--- src/rtl/pump_command_ui_if.sv ---
// Front-panel bundle: raw active-low buttons in, selections and
// single-cycle pump commands out.
interface pump_command_ui_if;
   logic       btn_next_n;
   logic       btn_field_n;
   logic       btn_start_n;
   logic       btn_stop_n;
   logic       btn_manual_n;
   logic [1:0] fragrance_select;
   logic [1:0] timer_select;
   logic       pump_on;
   logic       pump_off;
   logic       manual_on;
   logic       running;
   logic       edit_field;

   modport master (
      output btn_next_n, btn_field_n, btn_start_n,
      output btn_stop_n, btn_manual_n,
      input  fragrance_select, timer_select,
      input  pump_on, pump_off, manual_on,
      input  running, edit_field
   );

   modport slave (
      input  btn_next_n, btn_field_n, btn_start_n,
      input  btn_stop_n, btn_manual_n,
      output fragrance_select, timer_select,
      output pump_on, pump_off, manual_on,
      output running, edit_field
   );
endinterface

--- src/rtl/pump_command_ui.sv ---
// Front-panel command generator: per-button sync + debounce, press
// arbitration and an IDLE/RUN FSM producing single-cycle pump commands.
module pump_command_ui #(
   parameter int CLOCK_FREQ  = 1_000_000,
   parameter int DEBOUNCE_MS = 20
) (
   input logic              clk,
   input logic              rst_n,
   pump_command_ui_if.slave io
);
   localparam int DC_RAW = CLOCK_FREQ / 1000 * DEBOUNCE_MS;
   localparam int DEBOUNCE_CYCLES = (DC_RAW < 2) ? 2 : DC_RAW;
   localparam int CW = $clog2(DEBOUNCE_CYCLES + 1);
   localparam logic [CW-1:0] CNT_LAST = CW'(DEBOUNCE_CYCLES - 1);

   typedef enum logic {S_IDLE, S_RUN} state_t;

   // Bit order everywhere: {manual, stop, start, field, next}
   logic [4:0]    w_raw;
   logic [4:0]    r_s1;
   logic [4:0]    r_s2;
   logic [4:0]    r_deb;
   logic [4:0]    r_deb_d;
   logic [CW-1:0] r_cnt [5];
   logic [4:0]    w_press;

   state_t        r_state;
   logic [1:0]    r_frag;
   logic [1:0]    r_tim;
   logic          r_field;
   logic          r_on;
   logic          r_off;
   logic          r_man;
   logic          r_run;

   assign w_raw = {io.btn_manual_n, io.btn_stop_n, io.btn_start_n,
                   io.btn_field_n, io.btn_next_n};

   always_ff @(posedge clk or negedge rst_n) begin
      if (!rst_n) begin
         r_s1    <= '1;
         r_s2    <= '1;
         r_deb   <= '1;
         r_deb_d <= '1;
         for (int i = 0; i < 5; i++) r_cnt[i] <= '0;
      end else begin
         r_s1    <= w_raw;
         r_s2    <= r_s1;
         r_deb_d <= r_deb;
         for (int i = 0; i < 5; i++) begin
            if (r_s2[i] == r_deb[i]) begin
               r_cnt[i] <= '0;
            end else if (r_cnt[i] == CNT_LAST) begin
               r_deb[i] <= r_s2[i];
               r_cnt[i] <= '0;
            end else begin
               r_cnt[i] <= r_cnt[i] + CW'(1);
            end
         end
      end
   end

   // Falling edge of the debounced level only; release is silent.
   assign w_press = r_deb_d & ~r_deb;

   function automatic logic [1:0] f_wrap_inc(input logic [1:0] v);
      return (v >= 2'd2) ? 2'd0 : v + 2'd1;
   endfunction

   always_ff @(posedge clk or negedge rst_n) begin
      if (!rst_n) begin
         r_state <= S_IDLE;
         r_frag  <= 2'd0;
         r_tim   <= 2'd0;
         r_field <= 1'b0;
         r_on    <= 1'b0;
         r_off   <= 1'b0;
         r_man   <= 1'b0;
         r_run   <= 1'b0;
      end else begin
         r_on  <= 1'b0;
         r_off <= 1'b0;
         r_man <= 1'b0;
         // Only the highest-priority strobe acts; the rest are dropped.
         priority case (1'b1)
            w_press[3]: begin
               r_off   <= 1'b1;
               r_state <= S_IDLE;
               r_run   <= 1'b0;
            end
            w_press[2]: begin
               if (r_state == S_IDLE) begin
                  r_on    <= 1'b1;
                  r_state <= S_RUN;
                  r_run   <= 1'b1;
               end
            end
            w_press[4]: r_man <= 1'b1;
            w_press[1]: begin
               if (r_state == S_IDLE) r_field <= ~r_field;
            end
            w_press[0]: begin
               if (r_state == S_IDLE) begin
                  if (r_field) r_tim  <= f_wrap_inc(r_tim);
                  else         r_frag <= f_wrap_inc(r_frag);
               end
            end
            default: ;
         endcase
      end
   end

   assign io.fragrance_select = r_frag;
   assign io.timer_select     = r_tim;
   assign io.edit_field       = r_field;
   assign io.pump_on          = r_on;
   assign io.pump_off         = r_off;
   assign io.manual_on        = r_man;
   assign io.running          = r_run;
endmodule

--- src/flat_wrapper.sv ---
// flat-port wrapper written by rule: the top's interface ports become plain ports
module pump_command_ui_flat 
#(
   parameter int CLOCK_FREQ  = 1_000_000,
   parameter int DEBOUNCE_MS = 20
)
  (clk, rst_n, io_btn_next_n, io_btn_field_n, io_btn_start_n, io_btn_stop_n, io_btn_manual_n, io_fragrance_select, io_timer_select, io_pump_on, io_pump_off, io_manual_on, io_running, io_edit_field);
  pump_command_ui_if io_i ();
  input logic clk;
  input logic rst_n;
  input wire logic [$bits(io_i.btn_next_n)-1:0] io_btn_next_n;
  input wire logic [$bits(io_i.btn_field_n)-1:0] io_btn_field_n;
  input wire logic [$bits(io_i.btn_start_n)-1:0] io_btn_start_n;
  input wire logic [$bits(io_i.btn_stop_n)-1:0] io_btn_stop_n;
  input wire logic [$bits(io_i.btn_manual_n)-1:0] io_btn_manual_n;
  output wire logic [$bits(io_i.fragrance_select)-1:0] io_fragrance_select;
  output wire logic [$bits(io_i.timer_select)-1:0] io_timer_select;
  output wire logic [$bits(io_i.pump_on)-1:0] io_pump_on;
  output wire logic [$bits(io_i.pump_off)-1:0] io_pump_off;
  output wire logic [$bits(io_i.manual_on)-1:0] io_manual_on;
  output wire logic [$bits(io_i.running)-1:0] io_running;
  output wire logic [$bits(io_i.edit_field)-1:0] io_edit_field;
  assign io_i.btn_next_n = io_btn_next_n;
  assign io_i.btn_field_n = io_btn_field_n;
  assign io_i.btn_start_n = io_btn_start_n;
  assign io_i.btn_stop_n = io_btn_stop_n;
  assign io_i.btn_manual_n = io_btn_manual_n;
  assign io_fragrance_select = io_i.fragrance_select;
  assign io_timer_select = io_i.timer_select;
  assign io_pump_on = io_i.pump_on;
  assign io_pump_off = io_i.pump_off;
  assign io_manual_on = io_i.manual_on;
  assign io_running = io_i.running;
  assign io_edit_field = io_i.edit_field;
  pump_command_ui #(.CLOCK_FREQ(CLOCK_FREQ), .DEBOUNCE_MS(DEBOUNCE_MS)) u_core (.clk(clk), .rst_n(rst_n), .io(io_i));
endmodule
--- config.mk ---
export PLATFORM = sky130hd
export DESIGN_NAME = pump_command_ui_flat
export DESIGN_NICKNAME = d
export VERILOG_FILES = /design/src/rtl/pump_command_ui_if.sv /design/src/rtl/pump_command_ui.sv /design/src/flat_wrapper.sv
export SDC_FILE = /design/constraint.sdc
export NUM_CORES = 1
export LEC_CHECK = 0
export BUFFER_PORTS_ARGS = -buffer_cell sky130_fd_sc_hd__buf_2
export CAP_MARGIN = 20
export CORE_ASPECT_RATIO = 0.7
export CORE_MARGIN = 3
export CORE_UTILIZATION = 50
export CTS_BUF_LIST = sky130_fd_sc_hd__clkbuf_8
export CTS_CLUSTER_DIAMETER = 80
export CTS_CLUSTER_SIZE = 25
export DETAILED_ROUTE_END_ITERATION = 6
export GPL_TIMING_DRIVEN = 0
export PLACE_DENSITY_LB_ADDON = 0.1
export SETUP_SLACK_MARGIN = 0.1
export SLEW_MARGIN = 20
export SYNTH_ARGS = -nofsm -noshare
export SYNTH_HDL_FRONTEND = slang
export SYNTH_SLANG_ARGS = --single-unit
--- constraint.sdc ---
create_clock -name clk -period 1.75 [get_ports clk]
set_input_delay 0.0875 -clock clk [delete_from_list [all_inputs] [get_ports clk]]
set_output_delay 0.0875 -clock clk [all_outputs]
set_load 0.02 [all_outputs]
==> results.md, run 1 <==
* Status: finished with violations
* Failing checks: setup timing
* Core Util, Final at a little over three fifths
* Antenna viol nets, final at 0
* Relative slew slack at 74.3%
* Worst Tran Pin Value at between 300 and 400 ps
* Clock root buffer: clkbuf_8
* Routability congestion estimate at between 0.8 and 0.9
* Crit-path max cell delay at roughly 530 ps
* Combinational power share at ~5.1%
* Clk sinks at 105
* Clock share of power at around 36%
* Fin worst setup slack at -96.1 ps
* Final instance area at around 5500 um2
* Share of cells above drive strength 1 at roughly a quarter
* Setup CP Type: reg -> reg
* Most common cell after layout, fill and taps aside: dfrtp_1
* Skew-Pair Late Insertion Delay at 360 ps
* Placed cells at around 560
* DR iter-0 viols at 139
* Max FO, Critical Path at 5
* Total Power at roughly 4.3 mW
* Buffer and inverter count on the worst path at 1
* First-pass DRT Iterations at 4
* First-pass GRT wire length at between 10 and 15 mm
* DRC Markers at 0
* IO buf count at 15
* CORE AREA at between 8000 and 9000 um2
* Wire per inst at between 10 and 15 um
* Seq cells post-synth at around 110
* CP max stage cell: or4_4
* Sequential fraction of the synthesis area at 57.2%
* MaxCap Viol Count at 0
* Post-synth cell types at 29
* Fin. max-slew vios at 0
* Die Wd at approximately 120 um
* Max IR drop VDD at about 0.36 mV
* Rows at 28
* Multi-input gate area at a little under 2000 um2
* Hold slack at roughly 150 ps
* PD cells at 777 nW/um2
* Fmax at 542 MHz
* Starting Density at 53.2%
* Mapped Cells at 422
* Unrepaired setup endpoints after global routing: yes
* Ports at 16
* Final net count at just under 500
* Reg area at about 2700 um2
* Worst setup EP type: flip-flop
* Minimum clock period at approximately 1800 ps
* Final hold violations at 0
* Vias at 3065
* Switching Share at 22.3%
* CTS max path bufs at 2
* Final setup violation count at 27
* Total GRT Usage at ~17%
* Data required time of the worst path at between 2000 and 2500 ps
* Type of origin of the critical path: flip-flop
* Largest net degree at the start of global routing at a little under 80
* Pre-CTS WS at -187 ps
* Area after DPL at around 5000 um2
* Max Clock Skew at ~11 ps
* Die Height at approximately 87 um
* Flop-to-flop setup slack at -100 ps
* Mapped Nets at about 430
* Leading cell types in the layout, fill and taps excluded: dfrtp_1 (85), nor2_1 (67), xor2_1 (44)
* FILL cells at roughly 700
* Synthesized area per cell at between 10 and 15 um2
* Vias in the first global route at 2959
* Fin crit share at 105%
* LEAKAGE at 2.40 nW
* CTS tree: yes
* CP top delay family: simple AND/OR/NAND/NOR gates
* Post-DP HPWL at roughly 5.1 mm
* H-tree Lvls at 3
* Psw at approximately 0.95 mW
* Wirelength, routed at about 8.1 mm
* Crit-path cells: or4b_1 > or4_4 > nand2b_4 > buf_6 > nor2_1
* Grt total ovfl at 0
* Warning count from the yosys run at 0
* Crit path DAT at roughly 2100 ps
* Hold Path Class: in -> async
* Synthesis-to-finish area growth at 18.0%
* Initial antenna violation count at 0
* Post-Route Setup TNS at -2090 ps
* Post-Syn Area at between 4000 and 5000 um2
* Inserted Clock Buffers at 9
* Full die area at around 10000 um2
* Sequential power share at between 50% and 60%
* Internal Pwr Total at between 3 and 4 mW
* Finished Layout Cells at 601
* Worst-path clk slew at around 100 ps
* Drt via density at ~5.1
* Diode count at 0
==> worst paths after layout <==
check	start	end	cells after the start
hold / removal	rst_n	u_core.r_cnt[1]$_DFF_PN0_	2
hold reg to reg	u_core.r_s1[0]$_DFF_PN1_	u_core.r_s2[0]$_DFF_PN1_	0
max in group asynchronous	rst_n	u_core.r_s1[1]$_DFF_PN1_	3
setup / recovery	u_core.r_cnt[28]$_DFF_PN0_	u_core.r_cnt[28]$_DFF_PN0_	5
min in group clk	io_btn_field_n	u_core.r_s1[1]$_DFF_PN1_	2
setup reg to reg	u_core.r_cnt[28]$_DFF_PN0_	u_core.r_cnt[28]$_DFF_PN0_	5
==> worst reg2reg max path, cell delays in order, from the launching register on <==
cell      delay (ps)
dfrtp_1          400
or4b_1           510
or4_4            530
nand2b_4         110
buf_6            140
nor2_1            50
==> cell usage after synthesis (all sizes together) <==
cell type | n | area share [%]
buf | 2 | 0.49
or4b | 2 | 0.43
nand2 | 18 | 1.5
and3 | 3 | 0.40
nor3b | 1 | 0.16
mux2 | 9 | 2.3
clkbuf | 9 | 0.73
and4 | 14 | 2.6
or4 | 2 | 0.49
ha | 5 | 1.3
nand4 | 26 | 3.5
a21o | 1 | 0.16
nand3 | 23 | 2.5
nor2b | 5 | 0.67
nor4 | 6 | 0.81
nor2 | 81 | 6.6
and2 | 3 | 0.40
nor4b | 5 | 0.94
dfrtp | 85 | 46
nand2b | 5 | 0.78
dfstp | 20 | 11
or3 | 2 | 0.27
xor2 | 44 | 8.3
inv | 11 | 0.89
xnor2 | 27 | 5.1
a2111oi | 1 | 0.19
nor3 | 12 | 1.3
==> timing repair <==
| item | 4_1_cts | 5_1_grt |
|---|---|---|
| setup endpoints to repair | 68 | 71 |
| resized for setup | 20 | 26 |
| setup buffers | 11 | 8 |
| pin swaps | 1 | 6 |
| endpoints found under the hold margin | 93 | 0 |
| gates cloned | 2 | 0 |
| hold buffers | 6 | 0 |
==> logic make-up (layout without fill, tap and decap cells) <==
logic type | Yosys count | in the layout | share of synthesized area [%]
DFF | 105 | 105 | 57.2
and+or+nand+nor | 208 | 208 | 23.3
muxes | 9 | 9 | 2.35
buffers and inverters | 22 | 81 | 2.10
adders and majority gates | 5 | 5 | 1.35
AOI/OAI and AO/OA | 2 | 2 | 0.351
xor gates and xnor gates | 71 | 71 | 13.4
==> layer usage <==
layer	global-route usage (%)	part of all wire (%)
met1	24.2	53
met2	24.6	43
met3	4.11	3.0
met4	5.49	1.1
met5	0	0
==> flip-flops by register name (all words and copies together), names as in the netlist <==
register / cells
u_core.io.edit_field: 1
u_core.io.fragrance_select: 2
u_core.io.manual_on: 1
u_core.io.pump_off: 1
u_core.io.pump_on: 1
u_core.io.running: 1
u_core.io.timer_select: 2
u_core.r_cnt: 75
u_core.r_deb: 5
u_core.r_deb_d: 5
u_core.r_s1: 5
u_core.r_s2: 5
u_core.r_state: 1
==> power groups by stage <==
stage               logic [mW]  registers [mW]  clock network (mW)
floorplan               0.0834            2.55                   0
global placement         0.154            2.55                   0
detailed placement       0.165            2.56                   0
CTS                      0.207            2.51                1.58
global route             0.248            2.52                1.67
finish                   0.218            2.51                1.53
==> cell type report <==
type	count	area share, %
Buffer	11	1.90
Clock buffer	11	2.77
Clock inverter	5	1.03
Inverter	11	0.754
Multi-Input combinational cell	295	36.2
Sequential cell	105	48.4
Tap cell	120	2.74
Timing Repair Buffer	43	6.17
(Power assumes the default switching activity.)
==> inputs of run 2 (changes only) <==
--- a/config.mk
+++ b/config.mk
@@ -10,12 +10,11 @@
 export CORE_ASPECT_RATIO = 0.7
 export CORE_MARGIN = 3
 export CORE_UTILIZATION = 50
-export CTS_BUF_LIST = sky130_fd_sc_hd__clkbuf_8
 export CTS_CLUSTER_DIAMETER = 80
 export CTS_CLUSTER_SIZE = 25
 export DETAILED_ROUTE_END_ITERATION = 6
 export GPL_TIMING_DRIVEN = 0
-export PLACE_DENSITY_LB_ADDON = 0.1
+export PLACE_DENSITY_LB_ADDON = 0.08
 export SETUP_SLACK_MARGIN = 0.1
 export SLEW_MARGIN = 20
 export SYNTH_ARGS = -nofsm -noshare
==> run 2 against run 1 <==
  * The flow still finishes with violations (setup timing)
  * Combinational power rose by 7%
  * Core utilization rose by 2.2 points
  * Register-to-register slack barely moved
  * Wire length rose by 2.9%
  * Via count rose by 2.2%
  * Cell area rose by 3.4%
  * Clock-buffer cell count rose by 4
  * Final cell count did not move
  * Hold slack improved by 100 ps
  * Global-route usage rose by 0.86 points
  * Critical endpoint is now u_core.r_cnt[25]$_DFF_PN0_
==> results.md, run 2 (synthesized netlist as in run 1, its figures left out) <==
* Status: finished with violations (unchanged)
* Failing checks: setup timing (unchanged)
* Psw at 0.999 mW (was 0.950 mW)
* Flop-to-flop setup slack at -100 ps (about the same)
* Pre-CTS WS at -157 ps (was -187 ps)
* Largest net degree at the start of global routing at 55 (was 79)
* Unrepaired setup endpoints after global routing: yes (unchanged)
* Clock root buffer: clkbuf_16 (was clkbuf_8)
* PD cells at 862 nW/um2 (was 777 nW/um2)
* H-tree Lvls at 3 (unchanged)
* Area after DPL at 4910 um2 (unchanged)
* CORE AREA at 8720 um2 (unchanged)
* Full die area at 10500 um2 (unchanged)
* Crit-path max cell delay at 530 ps (about the same)
* Inserted Clock Buffers at 9 (unchanged)
* Crit path DAT at 2090 ps (was 2110 ps)
* Wire per inst at 13.9 um (was 13.5 um)
* Switching Share at 20.5% (was 22.3%)
* Post-DP HPWL at 5.22 mm (was 5.15 mm)
* Starting Density at 53.2% (unchanged)
* Synthesis-to-finish area growth at 22.0% (was 18.0%)
* Final setup violation count at 27 (unchanged)
* LEAKAGE at 2.47 nW (was 2.40 nW)
* Combinational power share at 4.8% (was 5.1%)
* FILL cells at 683 (was 694)
* Finished Layout Cells at 601 (unchanged)
* Total GRT Usage at 17.5% (was 16.6%)
* Initial antenna violation count at 0 (unchanged)
* IO buf count at 15 (unchanged)
* Worst setup EP type: flip-flop (unchanged)
* Die Height at 86.6 um (unchanged)
* Drt via density at 5.21 (was 5.10)
* Grt total ovfl at 0 (unchanged)
* Core Util, Final at 64.9% (was 62.8%)
* Final net count at 488 (unchanged)
* Type of origin of the critical path: flip-flop (unchanged)
* Skew-Pair Late Insertion Delay at 350 ps (was 360 ps)
* Fmax at 540 MHz (was 542 MHz)
* Worst Tran Pin Value at 492 ps (was 384 ps)
* Final instance area at 5660 um2 (was 5480 um2)
* Total Power at 4.88 mW (was 4.26 mW)
* Crit-path cells: or4b_1 > or4_4 > nand2b_4 > buf_8 > nor2_2 (was or4b_1 > or4_4 > nand2b_4 > buf_6 > nor2_1)
* Clk sinks at 105 (unchanged)
* Most common cell after layout, fill and taps aside: dfrtp_1 (unchanged)
* Fin crit share at 106% (was 105%)
* Vias in the first global route at 3030 (was 2959)
* DRC Markers at 0 (unchanged)
* Final hold violations at 0 (unchanged)
* Relative slew slack at 67.2% (was 74.3%)
* MaxCap Viol Count at 0 (unchanged)
* Placed cells at 558 (unchanged)
* Flip-flop count of the largest register after layout at 75 (unchanged)
* CTS tree: yes (unchanged)
* Internal Pwr Total at 3.88 mW (was 3.31 mW)
* Fin worst setup slack at -101 ps (was -96.1 ps)
* Data required time of the worst path at 1990 ps (was 2010 ps)
* Max FO, Critical Path at 5 (unchanged)
* Die Wd at 121 um (unchanged)
* Diode count at 0 (unchanged)
* Leading cell types in the layout, fill and taps excluded: dfrtp_1 (84), nor2_1 (61), xor2_1 (44) (was dfrtp_1 (85), nor2_1 (67), xor2_1 (44))
* Sequential power share at 51.5% (was 59.0%)
* Ports at 16 (unchanged)
* CTS max path bufs at 2 (unchanged)
* Max IR drop VDD at 0.529 mV (was 0.355 mV)
* Hold Path Class: in -> async (unchanged)
* CP max stage cell: or4_4 (unchanged)
* Clock share of power at 43.7% (was 35.9%)
* First-pass DRT Iterations at 5 (was 4)
* DR iter-0 viols at 242 (was 139)
* Buffer and inverter count on the worst path at 1 (unchanged)
* Worst-path clk slew at 60 ps (was 100 ps)
* Fin. max-slew vios at 0 (unchanged)
* Share of cells above drive strength 1 at 25.2% (was 23.5%)
* Max Clock Skew at 5.11 ps (was 10.5 ps)
* Minimum clock period at 1850 ps (about the same)
* Rows at 28 (unchanged)
* Largest register by flop count: u_core.r_cnt (unchanged)
* Wirelength, routed at 8.37 mm (was 8.13 mm)
* Routability congestion estimate at 0.787 (was 0.816)
* Antenna viol nets, final at 0 (unchanged)
* CP top delay family: simple AND/OR/NAND/NOR gates (unchanged)
* Setup CP Type: reg -> reg (unchanged)
* Vias at 3132 (was 3065)
* First-pass GRT wire length at 14.4 mm (was 14.0 mm)
[run 2: cell count changes in the layout (fill, tap and decap cells not counted), sizes merged]
cell and delta:
clkbuf +4, clkinvlp -3, inv -1
[run 2: per-stage QoR]
step                      setup TNS, ps  hold WS, ps
after global placement           -49300          192
after detailed placement          -6590         63.2
final                             -2220          253
after CTS                         -2470          271
after floorplan                    -428         -208
after global routing              -3720          306
[run 2: power by group through the flow]
stage	sequential, mW	combinational (mW)	clock, mW
final	2.52	0.233	2.14
after global placement	2.55	0.154	0
after detailed placement	2.56	0.166	0
after global routing	2.52	0.267	2.30
after floorplan	2.55	0.0834	0
after CTS	2.51	0.201	2.20
[run 2: worst paths after layout]
path	from	endpoint	depth (start not counted)
max	u_core.r_cnt[28]$_DFF_PN0_	u_core.r_cnt[25]$_DFF_PN0_	5
min in group clk	u_core.r_s1[3]$_DFF_PN1_	u_core.r_s2[3]$_DFF_PN1_	0
min	rst_n	u_core.r_cnt[13]$_DFF_PN0_	2
max in group asynchronous	rst_n	u_core.r_s2[2]$_DFF_PN1_	3
min reg2reg	u_core.r_s1[3]$_DFF_PN1_	u_core.r_s2[3]$_DFF_PN1_	0
max reg2reg	u_core.r_cnt[28]$_DFF_PN0_	u_core.r_cnt[25]$_DFF_PN0_	5
[run 2: cell type report]
| class | count | area [um2] | area share, % |
|---|---|---|---|
| plain buffers | 11 | 106 | 1.88 |
| clock buffers | 15 | 298 | 5.26 |
| clock inverters | 1 | 30.0 | 0.530 |
| inverters | 11 | 41.3 | 0.729 |
| multi-input cells | 295 | 2030 | 35.9 |
| flip-flops and latches | 105 | 2650 | 46.9 |
| well taps | 120 | 150 | 2.65 |
| repair buffers | 43 | 353 | 6.23 |
[run 2: what timing repair did]
item | CTS | global route
hold buffers | 6 | 0
setup buffers | 9 | 9
resized for setup | 21 | 47
cloned | 2 | 1
hold endpoints to repair | 46 | 0
endpoints found under the setup margin | 63 | 72
pin swaps | 2 | 12
[run 2: layer usage]
metal	global-route usage, %	vias to the layer above	wire length (um)
met5	0	-	0
met4	6.92	0	167
met3	4.96	16	384
met2	25.1	66	3600
met1	25.3	1505	4210
li1	-	1545	-
==> inputs of run 3 (changes only) <==
--- a/config.mk
+++ b/config.mk
@@ -9,12 +9,13 @@
 export CAP_MARGIN = 20
 export CORE_ASPECT_RATIO = 0.7
 export CORE_MARGIN = 3
-export CORE_UTILIZATION = 50
+export CORE_UTILIZATION = 55
 export CTS_CLUSTER_DIAMETER = 80
 export CTS_CLUSTER_SIZE = 25
 export DETAILED_ROUTE_END_ITERATION = 6
 export GPL_TIMING_DRIVEN = 0
 export PLACE_DENSITY_LB_ADDON = 0.08
+export REMOVE_ABC_BUFFERS = 1
 export SETUP_SLACK_MARGIN = 0.1
 export SLEW_MARGIN = 20
 export SYNTH_ARGS = -nofsm -noshare
==> run 3 against run 2 <==
  * The flow still finishes with violations (setup timing)
  * Clock-buffer cell count increased by 1
  * Clock skew grew 3.7 ps
  * Sequential share of layout area is 2.6 points higher
  * Worst setup slack lost 5.5 ps
  * Final cell count fell by 6.2%
  * Core utilization up 1.8 points
  * Sequential cell count unchanged
  * Sequential power about the same
  * Hold slack worse by 53 ps
  * First-iteration DRC count shrank 22%
==> results.md, run 3 (synthesized netlist as in run 1, its figures left out) <==
* Die Height at 82.9 um (was 86.6 um)
* Worst-path clk slew at 60 ps (about the same)
* Clock root buffer: clkbuf_16 (unchanged)
* Minimum clock period at 1860 ps (was 1850 ps)
* Area after DPL at 4820 um2 (was 4910 um2)
* Die Wd at 116 um (was 121 um)
* Worst setup EP type: flip-flop (unchanged)
* DRC Markers at 0 (unchanged)
* Setup CP Type: reg -> reg (unchanged)
* Grt total ovfl at 0 (unchanged)
* Wire per inst at 14.3 um (was 13.9 um)
* Largest net degree at the start of global routing at 71 (was 55)
* Type of origin of the critical path: flip-flop (unchanged)
* H-tree Lvls at 3 (unchanged)
* Fin. max-slew vios at 0 (unchanged)
* Pre-CTS WS at -300 ps (was -157 ps)
* PD cells at 844 nW/um2 (was 862 nW/um2)
* CTS tree: yes (unchanged)
* Drt via density at 5.52 (was 5.21)
* Crit path DAT at 2120 ps (was 2090 ps)
* CORE AREA at 8040 um2 (was 8720 um2)
* LEAKAGE at 2.37 nW (was 2.47 nW)
* Flip-flop count of the largest register after layout at 75 (unchanged)
* IO buf count at 15 (unchanged)
* Relative slew slack at 70.8% (was 67.2%)
* First-pass GRT wire length at 13.7 mm (was 14.4 mm)
* Antenna viol nets, final at 0 (unchanged)
* Diode count at 0 (unchanged)
* Data required time of the worst path at 2020 ps (was 1990 ps)
* Total Power at 4.53 mW (was 4.88 mW)
* Ports at 16 (unchanged)
* Total GRT Usage at 17.8% (was 17.5%)
* Hold slack at 200 ps (was 253 ps)
* Synthesis-to-finish area growth at 15.6% (was 22.0%)
* Share of cells above drive strength 1 at 19.9% (was 25.2%)
* Grt peak-use layer: met1 (unchanged)
* Starting Density at 57.7% (was 53.2%)
* MaxCap Viol Count at 0 (unchanged)
* M1 GR Usage at 26.7% (was 25.3%)
* Fin crit share at 106% (about the same)
* First-pass DRT Iterations at 4 (was 5)
* Largest register by flop count: u_core.r_cnt (unchanged)
* Fin worst setup slack at -107 ps (was -101 ps)
* Unrepaired setup endpoints after global routing: yes (unchanged)
* Leading cell types in the layout, fill and taps excluded: dfrtp_1 (85), nor2_1 (71), xor2_1 (44) (was dfrtp_1 (84), nor2_1 (61), xor2_1 (44))
* Initial antenna violation count at 0 (unchanged)
* Post-DP HPWL at 4.95 mm (was 5.22 mm)
* Final net count at 470 (was 488)
* Rows at 27 (was 28)
* Skew-Pair Late Insertion Delay at 340 ps (was 350 ps)
* Post-Route Setup TNS at -1210 ps (was -2220 ps)
* Most common cell after layout, fill and taps aside: dfrtp_1 (unchanged)
* Worst Tran Pin Value at 434 ps (was 492 ps)
* Final hold violations at 0 (unchanged)
* Routability congestion estimate at 0.803 (was 0.787)
* Wirelength, routed at 8.08 mm (was 8.37 mm)
* CTS max path bufs at 2 (unchanged)
* Final instance area at 5370 um2 (was 5660 um2)
* Max Clock Skew at 8.81 ps (was 5.11 ps)
* Final setup violation count at 28 (was 27)
* Global routing usage on met3 at 6.55% (was 4.96%)
* Max IR drop VDD at 0.598 mV (was 0.529 mV)
* R2R Path Start: u_core.r_cnt[27]$_DFF_PN0_ (was u_core.r_cnt[28]$_DFF_PN0_)
* Full die area at 9590 um2 (was 10500 um2)
* Met2 Resource Use GR at 24.6% (was 25.1%)
* CP startpoint: u_core.r_cnt[27]$_DFF_PN0_ (was u_core.r_cnt[28]$_DFF_PN0_)
* Clk sinks at 105 (unchanged)
* Inserted Clock Buffers at 9 (unchanged)
* Failing checks: setup timing (unchanged)
* Status: finished with violations (unchanged)
* Vias in the first global route at 2925 (was 3030)
* Max FO, Critical Path at 3 (was 5)
* DR iter-0 viols at 188 (was 242)
* Fmax at 539 MHz (was 540 MHz)
* Hold Path Class: in -> async (unchanged)
* Vias at 3114 (was 3132)
[run 3: final timing paths]
check / end / slack (ps) / cells after the start
setup / recovery: u_core.r_deb[3]$_DFFE_PN1P_ / -110 / 3
hold / removal: u_core.r_cnt[42]$_DFF_PN0_ / 200 / 2
setup reg to reg: u_core.r_deb[3]$_DFFE_PN1P_ / -110 / 3
hold reg to reg: u_core.r_s2[3]$_DFF_PN1_ / 360 / 0
max in group asynchronous: u_core.r_s2[1]$_DFF_PN1_ / 870 / 3
min in group clk: u_core.r_s2[3]$_DFF_PN1_ / 360 / 0
[run 3: worst max-delay path, stage by stage, from the launching register on]
cell	delay (ps)
dfrtp_1	400
or4b_1	520
or4_4	550
mux2_4	320
[run 3: stage by stage]
stage,util (%),cells
detailed placement,59.9,528
CTS,64.9,554
finish,66.7,564
global route,66.7,564
floorplan,-,411
global placement,59.5,527
[run 3: cell type report]
type | instances | area (um2)
multi-input cells | 299 | 2030
clock buffers | 16 | 272
inverters | 11 | 41.3
repair buffers | 32 | 244
flip-flops and latches | 105 | 2650
fillers | 616 | 2680
well taps | 101 | 126
[run 3: power by group]
group	leakage [nW]	switching (mW)	internal, mW	total [mW]
clock	0.131	0.794	1.05	1.84
sequential	1.38	0.0343	2.48	2.51
combinational	0.852	0.112	0.0658	0.177
total	2.37	0.940	3.59	4.53
[run 3: what timing repair did]
item / 4_1_cts / 5_1_grt
cloned: 0 / 4
gates resized for setup: 8 / 22
endpoints found under the hold margin: 40 / 0
setup endpoints to repair: 72 / 72
pin swaps: 2 / 18
hold buffers: 6 / 0
setup buffers: 4 / 6
[run 3: routing by layer]
layer / up-vias / wire length [um]
met5: - / 0
met4: 0 / 125
met3: 15 / 354
met2: 64 / 3410
met1: 1522 / 4190
li1: 1513 / -
